===== src/rtl/coin_pulse_sched_if.sv =====
// Handshake bundle between the key decode and the coin pulse scheduler.
// Ports: tick, freeze, req in; coin_out, pulse_start, pending_nz, busy out.
interface coin_pulse_sched_if #(
    parameter int NUM_CH = 4
);
    logic              tick;
    logic              freeze;
    logic [NUM_CH-1:0] req;
    logic [NUM_CH-1:0] coin_out;
    logic [NUM_CH-1:0] pulse_start;
    logic [NUM_CH-1:0] pending_nz;
    logic              busy;

    modport master (
        output tick, freeze, req,
        input  coin_out, pulse_start, pending_nz, busy
    );

    modport slave (
        input  tick, freeze, req,
        output coin_out, pulse_start, pending_nz, busy
    );
endinterface


===== src/rtl/coin_pulse_sched.sv =====
// Per-channel coin/service pulse scheduler timed in frame ticks.
// Ports: clk, reset (sync, active-high), bus (slave: tick, freeze, req,
// coin_out, pulse_start, pending_nz, busy).
module coin_pulse_sched #(
    parameter int NUM_CH      = 4,
    parameter int PULSE_TICKS = 3,
    parameter int GAP_TICKS   = 3,
    parameter int PEND_W      = 3,
    parameter bit ACTIVE_LOW  = 1'b0
) (
    input logic               clk,
    input logic               reset,
    coin_pulse_sched_if.slave bus
);
    typedef enum logic [1:0] {
        IDLE,
        PULSE,
        GAP
    } state_t;

    localparam logic [3:0]        PULSE_CNT = 4'(PULSE_TICKS);
    localparam logic [3:0]        GAP_CNT   = 4'(GAP_TICKS);
    localparam logic [PEND_W-1:0] PEND_MAX  = '1;

    state_t            state   [NUM_CH];
    state_t            state_n [NUM_CH];
    logic [3:0]        cnt     [NUM_CH];
    logic [3:0]        cnt_n   [NUM_CH];
    logic [PEND_W-1:0] pend    [NUM_CH];
    logic [PEND_W-1:0] pend_n  [NUM_CH];

    logic [NUM_CH-1:0] req_q;
    logic [NUM_CH-1:0] rise;
    logic [NUM_CH-1:0] start;
    logic [NUM_CH-1:0] start_q;
    logic [NUM_CH-1:0] deq;
    logic [NUM_CH-1:0] inc;
    logic [NUM_CH-1:0] active;
    logic [NUM_CH-1:0] pnz;
    logic              busy_v;
    logic              step;

    assign rise = bus.req & ~req_q;
    assign step = bus.tick & ~bus.freeze;

    always_comb begin
        for (int i = 0; i < NUM_CH; i++) begin
            state_n[i] = state[i];
            cnt_n[i]   = cnt[i];
            pend_n[i]  = pend[i];
            start[i]   = 1'b0;
            deq[i]     = 1'b0;
            inc[i]     = 1'b0;

            unique case (state[i])
                IDLE: begin
                    if (!bus.freeze && (pend[i] != '0 || rise[i])) begin
                        start[i]   = 1'b1;
                        state_n[i] = PULSE;
                        cnt_n[i]   = PULSE_CNT;
                    end
                end
                PULSE: begin
                    if (step) begin
                        if (cnt[i] == 4'd1) begin
                            if (GAP_TICKS > 0) begin
                                state_n[i] = GAP;
                                cnt_n[i]   = GAP_CNT;
                            end else begin
                                state_n[i] = IDLE;
                                cnt_n[i]   = '0;
                            end
                        end else begin
                            cnt_n[i] = cnt[i] - 4'd1;
                        end
                    end
                end
                GAP: begin
                    if (step) begin
                        if (cnt[i] == 4'd1) begin
                            state_n[i] = IDLE;
                            cnt_n[i]   = '0;
                        end else begin
                            cnt_n[i] = cnt[i] - 4'd1;
                        end
                    end
                end
                default: begin
                    state_n[i] = IDLE;
                    cnt_n[i]   = '0;
                end
            endcase

            // A start with an empty queue swallows the edge directly;
            // any other edge is queued.
            deq[i] = start[i] && (pend[i] != '0);
            inc[i] = rise[i] && !(start[i] && (pend[i] == '0));

            if (inc[i] && !deq[i]) begin
                if (pend[i] != PEND_MAX) begin
                    pend_n[i] = pend[i] + 1'b1;
                end
            end else if (deq[i] && !inc[i]) begin
                pend_n[i] = pend[i] - 1'b1;
            end
        end
    end

    always_ff @(posedge clk) begin
        if (reset) begin
            req_q   <= '0;
            start_q <= '0;
            for (int i = 0; i < NUM_CH; i++) begin
                state[i] <= IDLE;
                cnt[i]   <= '0;
                pend[i]  <= '0;
            end
        end else begin
            req_q   <= bus.req;
            start_q <= start;
            for (int i = 0; i < NUM_CH; i++) begin
                state[i] <= state_n[i];
                cnt[i]   <= cnt_n[i];
                pend[i]  <= pend_n[i];
            end
        end
    end

    always_comb begin
        busy_v = 1'b0;
        for (int i = 0; i < NUM_CH; i++) begin
            active[i] = (state[i] == PULSE);
            pnz[i]    = (pend[i] != '0);
            busy_v    = busy_v | (state[i] != IDLE) | pnz[i];
        end
    end

    assign bus.coin_out    = ACTIVE_LOW ? ~active : active;
    assign bus.pulse_start = start_q;
    assign bus.pending_nz  = pnz;
    assign bus.busy        = busy_v;
endmodule


===== src/flat_wrapper.sv =====
// flat-port wrapper written by rule: the top's interface ports become plain ports
module coin_pulse_sched_flat 
#(
    parameter int NUM_CH      = 4,
    parameter int PULSE_TICKS = 3,
    parameter int GAP_TICKS   = 3,
    parameter int PEND_W      = 3,
    parameter bit ACTIVE_LOW  = 1'b0
)
  (clk, reset, bus_tick, bus_freeze, bus_req, bus_coin_out, bus_pulse_start, bus_pending_nz, bus_busy);
  coin_pulse_sched_if #(.NUM_CH(NUM_CH)) bus_i ();
  input logic clk;
  input logic reset;
  input wire logic [$bits(bus_i.tick)-1:0] bus_tick;
  input wire logic [$bits(bus_i.freeze)-1:0] bus_freeze;
  input wire logic [$bits(bus_i.req)-1:0] bus_req;
  output wire logic [$bits(bus_i.coin_out)-1:0] bus_coin_out;
  output wire logic [$bits(bus_i.pulse_start)-1:0] bus_pulse_start;
  output wire logic [$bits(bus_i.pending_nz)-1:0] bus_pending_nz;
  output wire logic [$bits(bus_i.busy)-1:0] bus_busy;
  assign bus_i.tick = bus_tick;
  assign bus_i.freeze = bus_freeze;
  assign bus_i.req = bus_req;
  assign bus_coin_out = bus_i.coin_out;
  assign bus_pulse_start = bus_i.pulse_start;
  assign bus_pending_nz = bus_i.pending_nz;
  assign bus_busy = bus_i.busy;
  coin_pulse_sched #(.NUM_CH(NUM_CH), .PULSE_TICKS(PULSE_TICKS), .GAP_TICKS(GAP_TICKS), .PEND_W(PEND_W), .ACTIVE_LOW(ACTIVE_LOW)) u_core (.clk(clk), .reset(reset), .bus(bus_i));
endmodule

===== config.mk =====
export PLATFORM = sky130hd
export DESIGN_NAME = coin_pulse_sched_flat
export DESIGN_NICKNAME = d
export VERILOG_FILES = /design/src/rtl/coin_pulse_sched_if.sv /design/src/rtl/coin_pulse_sched.sv /design/src/flat_wrapper.sv
export SDC_FILE = /design/constraint.sdc
export NUM_CORES = 1
export LEC_CHECK = 0
export CAP_MARGIN = 10
export CORE_UTILIZATION = 50
export CTS_CLUSTER_DIAMETER = 150
export CTS_CLUSTER_SIZE = 30
export DETAILED_ROUTE_END_ITERATION = 10
export GPL_TIMING_DRIVEN = 1
export HOLD_SLACK_MARGIN = 0.08
export PLACE_DENSITY = 0.7
export SLEW_MARGIN = 20
export SYNTH_ARGS = -nofsm -noshare
export SYNTH_HDL_FRONTEND = slang
export SYNTH_SLANG_ARGS = --single-unit

===== constraint.sdc =====
create_clock -name clk -period 2.5 [get_ports clk]
set_input_delay 0.5 -clock clk [delete_from_list [all_inputs] [get_ports clk]]
set_output_delay 0.5 -clock clk [all_outputs]
set_load 0.02 [all_outputs]

-- Word level (Yosys, flattened, before mapping)
Memories as Yosys holds them, arrays and structs flattened.
Cells that the tools add are included.
- add/subtract/negate cells: 12
- equal/unequal tests: 16
- mux-type cells: 83
- bitwise logic cells: 23
- reductions and logical operators: 57
- operators with widths (operator ; number):
    $mux 4 ; 24
    $mux 2 ; 24
    $mux 3 ; 16
    $pmux 4 s3 ; 4
    $logic_and 1x1->1 ; 24
    $pmux 2 s3 ; 4
    $or 1x1->1 ; 19
    $eq 4x1->1 const B ; 4
    $sub 4x1->4 const B ; 4
    $logic_not 1->1 ; 13
    $add 3x1->3 const B ; 4
    $logic_not 3->1 ; 4
    $ne 3x3->1 const B ; 4
    $reduce_bool 3->1 ; 4
    $sub 3x1->3 const B ; 4
    $mux 1 ; 11
    $eq 2x1->1 const B ; 4
    $eq 2x2->1 const B ; 4
    $logic_not 2->1 ; 4
    $reduce_bool 2->1 ; 4
    $and 4x4->4 ; 1
    $logic_or 1x1->1 ; 4
    $not 4->4 ; 1
    $and 1x1->1 ; 1
    $not 1->1 ; 1
- flip-flop bits (word level): 8
- memory bits (writable): 36
- output and inout port bits: 13
- logic and storage cells: 196
- memories kept: 3
- memories (name ; depth ; bits a word ; read ports ; clocked after memory_dff ; write ports ; line ; text):
    u_core.cnt ; 4 ; 4 ; 4 ; 0 ; 4 ; coin_pulse_sched.sv:27 ; logic [3:0] cnt [NUM_CH];
    u_core.pend ; 4 ; 3 ; 4 ; 0 ; 4 ; coin_pulse_sched.sv:29 ; logic [PEND_W-1:0] pend [NUM_CH];
    u_core.state ; 4 ; 2 ; 4 ; 0 ; 4 ; coin_pulse_sched.sv:25 ; state_t state [NUM_CH];

-- Logic depth before layout (Yosys ltp)
- depth in word-level cells: 14
- gate-level depth with buffers: 8
- mapped depth without buffers: 7

-- Worst setup path after synthesis
No wires, ideal clock.
- kind: input to register
- start: input port bus_req[3]
- end: memory u_core.pend[3][2] (netlist: u_core.pend[0][11])
- arrival: 1.776 ns
- data required time: 2.372 ns
- setup slack: 0.597 ns
- stages: 7
- cells stage by stage: nor2b_1 > nand2_1 > fa_1 > a21o_1 > a22oi_1 > xnor2_1 > nor2_1
- RTL lines (item ; line ; text):
    from (decl) ; flat_wrapper.sv:16 ; input wire logic [$bits(bus_i.req)-1:0] bus_req;
    to (decl) ; coin_pulse_sched.sv:29 ;

==> results.md <==
* # DRC at 0
* Longest Clk Path Bufs at 2
* Vias in the first global route at 2040
* Dpl hpwl at 3.65 mm
* Die Area at 5270 µm²
* RSZ-0062 raised after global routing: no
* Antenna violations before repair at 0
* FF+latch count, synth at 44
* CP arrival at 1.84 ns
* Starting Density at 52.4%
* Core Footprint at 4750 µm²
* Max Cap Viol at 0
* Vias at 2152
* Ratio of cells with drive above 1 in the final layout at 10.5%
* Worst slew pin tran at 0.535 ns
* Area contributors post-synth: dfxtp_1, nor2b_1, a21oi_1, nand3_1, o21ai_0
* Layout Skew at 0.00470 ns
* Data required, critical path at 2.00 ns
* Post-cts sizing count at 1
* Total power divided by cell area at 932 nW/µm²
* Unique masters post-synth at 43
* Layout Nets at 344
* Setup Buffers After CTS at 0
* Yosys warns at 0
* CP max FO at 4
* Clk pwr share at 22.1%
* Post-route cell area at 2940 µm²
* H-Tree Depth at 2
* CTS buffer count at 5
* Cell breakdown of the critical path: or3_1, nor4_2, nand3_1, dlygate4sd2_1
* Leakage at 1.12 nW
* Cts hold-fix bufs at 0
* CP Launch Type: flip-flop
* Final hold vios at 0
* WP buf/inv at 1
* Worst skew pair latency at 0.30 ns
* Status: finished clean
* Max VDD drop at 0.000430 V
* CP Class: flip-flop to output pin
* Slew HR at 63.9%
* GPL Wtd Cong at 0.772
* TritonRoute pass-1 iters at 4
* Final Total Pwr at 2.74 mW
* First-pass GRT wire length at 8.78 mm
* Avg Inst Size Synth at 8.28 µm²
* Tmin final at 2.34 ns
* Synth Net Count at 321
* Hold WS at 0.479 ns
* Commonest cells post-synth: dfxtp_1, nor2_1, a21oi_1
* Top cell type's share of synthesized area at 35.3%
* Wire per inst at 13.0 µm
* Ports at 21
* Largest area contributor in the synthesized netlist: dfxtp_1
* Crit path depth at 4
* Fmax at 0.427 GHz
* Final setup viols at 0
* Final TNS setup at 0 ns
* Switching share of total power at 36.2%
* Clk root buf: clkbuf_8
* Seq/Total Area, Yosys at 35.3%
* Pins Over Slew Limit at 0
* P_sw at 0.990 mW
* Total grt overflow at 0
* Cell Area, Synth at 2490 µm²
* Post-synth EDFFs at 0
* R2R cell count at 6
* Reg clk slew, reported paths at 0.08 ns
* Worst min path class: flip-flop to flip-flop
* Hold Path Depth at 2
* Async set or reset register ratio after synthesis at 0%
* Antenna diodes at 0
* DR iter-0 viols at 137
* CP peak stage delay at 0.44 ns
* Die X at 72.6 µm
* Vias per inst at 5.49
* Antenna Violating Nets Remaining at 0
* Largest net degree at the start of global routing at 45
* Int Power at 1.75 mW
* PortBufs at 20
* Area Growth Syn to Fin at 17.7%
* CP max-delay cell: or3_1
* CP endpoint kind: output pin
* Final period util at 93.7%
* Ys flop type: dfxtp_1
* Synth Instances at 301
* Dpl cell area at 2800 µm²
* Sequential share of power at 36.2%
* Power share of the combinational group at 41.7%
* Total global routing track utilization at 21.2%
* Die height at 72.6 µm
* Std-Cell Rows at 25
* Most common cell in the netlist: dfxtp_1
* Family with the most delay on the worst path: simple AND/OR/NAND/NOR gates
* Clock sink count at 44
* TritonCTS clock tree: done
* Post-Route WL at 5.10 mm
==> stage by stage <==
step	util [%]	cells	worst slack, ns
after floorplan	-	301	0.597
after global placement	59.0	384	0.0515
after detailed placement	59.0	384	-0.0391
after CTS	61.6	392	0.136
after global routing	61.7	392	0.0279
final	61.7	392	0.158
==> sequential cells by signal (all words and copies together), names as in the netlist <==
name and cells:
u_core.bus.pulse_start 4, u_core.cnt 16, u_core.req_q 4, u_core.pend 12, u_core.state 8
==> worst min-delay path, cell delays in order, from the launching register on <==
cell and delay (ns):
dfxtp_1 0.33, nand2_1 0.06, a21oi_1 0.05
==> path summary, 6_finish.rpt <==
path,startpoint,slack (ns),endpoint
worst max register to register,u_core.pend[0][0],0.52,u_core.cnt[0][0]
worst min register to register,u_core.cnt[0][1],0.48,u_core.cnt[0][1]
worst min-delay path,u_core.cnt[0][1],0.48,u_core.cnt[0][1]
worst max-delay path,u_core.pend[0][9],0.16,bus_busy
==> kinds of logic (layout without fill, tap and decap cells) <==
| logic type | after synthesis | in the layout | synth area share (%) |
|---|---|---|---|
| and+or+nand+nor | 131 | 131 | 28.9 |
| AOI/OAI and AO/OA | 71 | 71 | 17.6 |
| DFF | 44 | 44 | 35.3 |
| buffers and inverters | 28 | 52 | 5.32 |
| adders and majority gates | 15 | 15 | 8.48 |
| xor gates and xnor gates | 8 | 8 | 2.81 |
| muxes | 4 | 4 | 1.61 |
==> power groups by stage <==
stage / Combinational (mW) / Sequential [mW] / Clock [mW]
detailed placement: 1.13 / 1.00 / 0
global route: 1.27 / 1.02 / 0.645
finish: 1.14 / 0.989 / 0.606
CTS: 1.13 / 0.988 / 0.616
floorplan: 0.815 / 0.956 / 0
global placement: 1.10 / 0.999 / 0
==> placed cells by master (no fill, tap or decap), types with 3 or more instances in the layout <==
cell | Yosys | layout
xnor2_1 | 8 | 8
a211oi_1 | 4 | 4
or3_1 | 7 | 7
clkdlybuf4s50_1 | 0 | 19
nand2_1 | 20 | 20
nor2_1 | 26 | 26
or3b_2 | 4 | 4
dfxtp_1 | 44 | 44
mux2i_1 | 4 | 4
inv_1 | 9 | 9
ha_1 | 8 | 8
o21ai_0 | 21 | 21
or4b_1 | 8 | 8
nor3b_1 | 4 | 4
nand2b_1 | 4 | 4
a21o_1 | 3 | 3
clkbuf_8 | 0 | 7
buf_4 | 4 | 14
nor2b_1 | 20 | 20
fa_1 | 4 | 4
o211ai_1 | 4 | 4
nor3_1 | 9 | 9
a21oi_1 | 23 | 23
nand3_1 | 21 | 21
==> area by class of cell <==
type	count	area (µm²)
clock buffers	7	96.3
clock inverters	1	30.0
fillers	428	1820
inverters	9	33.8
multi-input cells	229	1490
flip-flops and latches	44	881
well taps	67	83.8
repair buffers	35	324
==> metal layers <==
layer	global-route usage [%]	vias to the layer above	part of all wire (%)
li1	-	1108	-
met1	26.9	1015	48
met2	35.4	20	48
met3	4.42	9	2.2
met4	8.28	0	1.8
met5	0	-	0
Power figures use the tool's default switching activity.
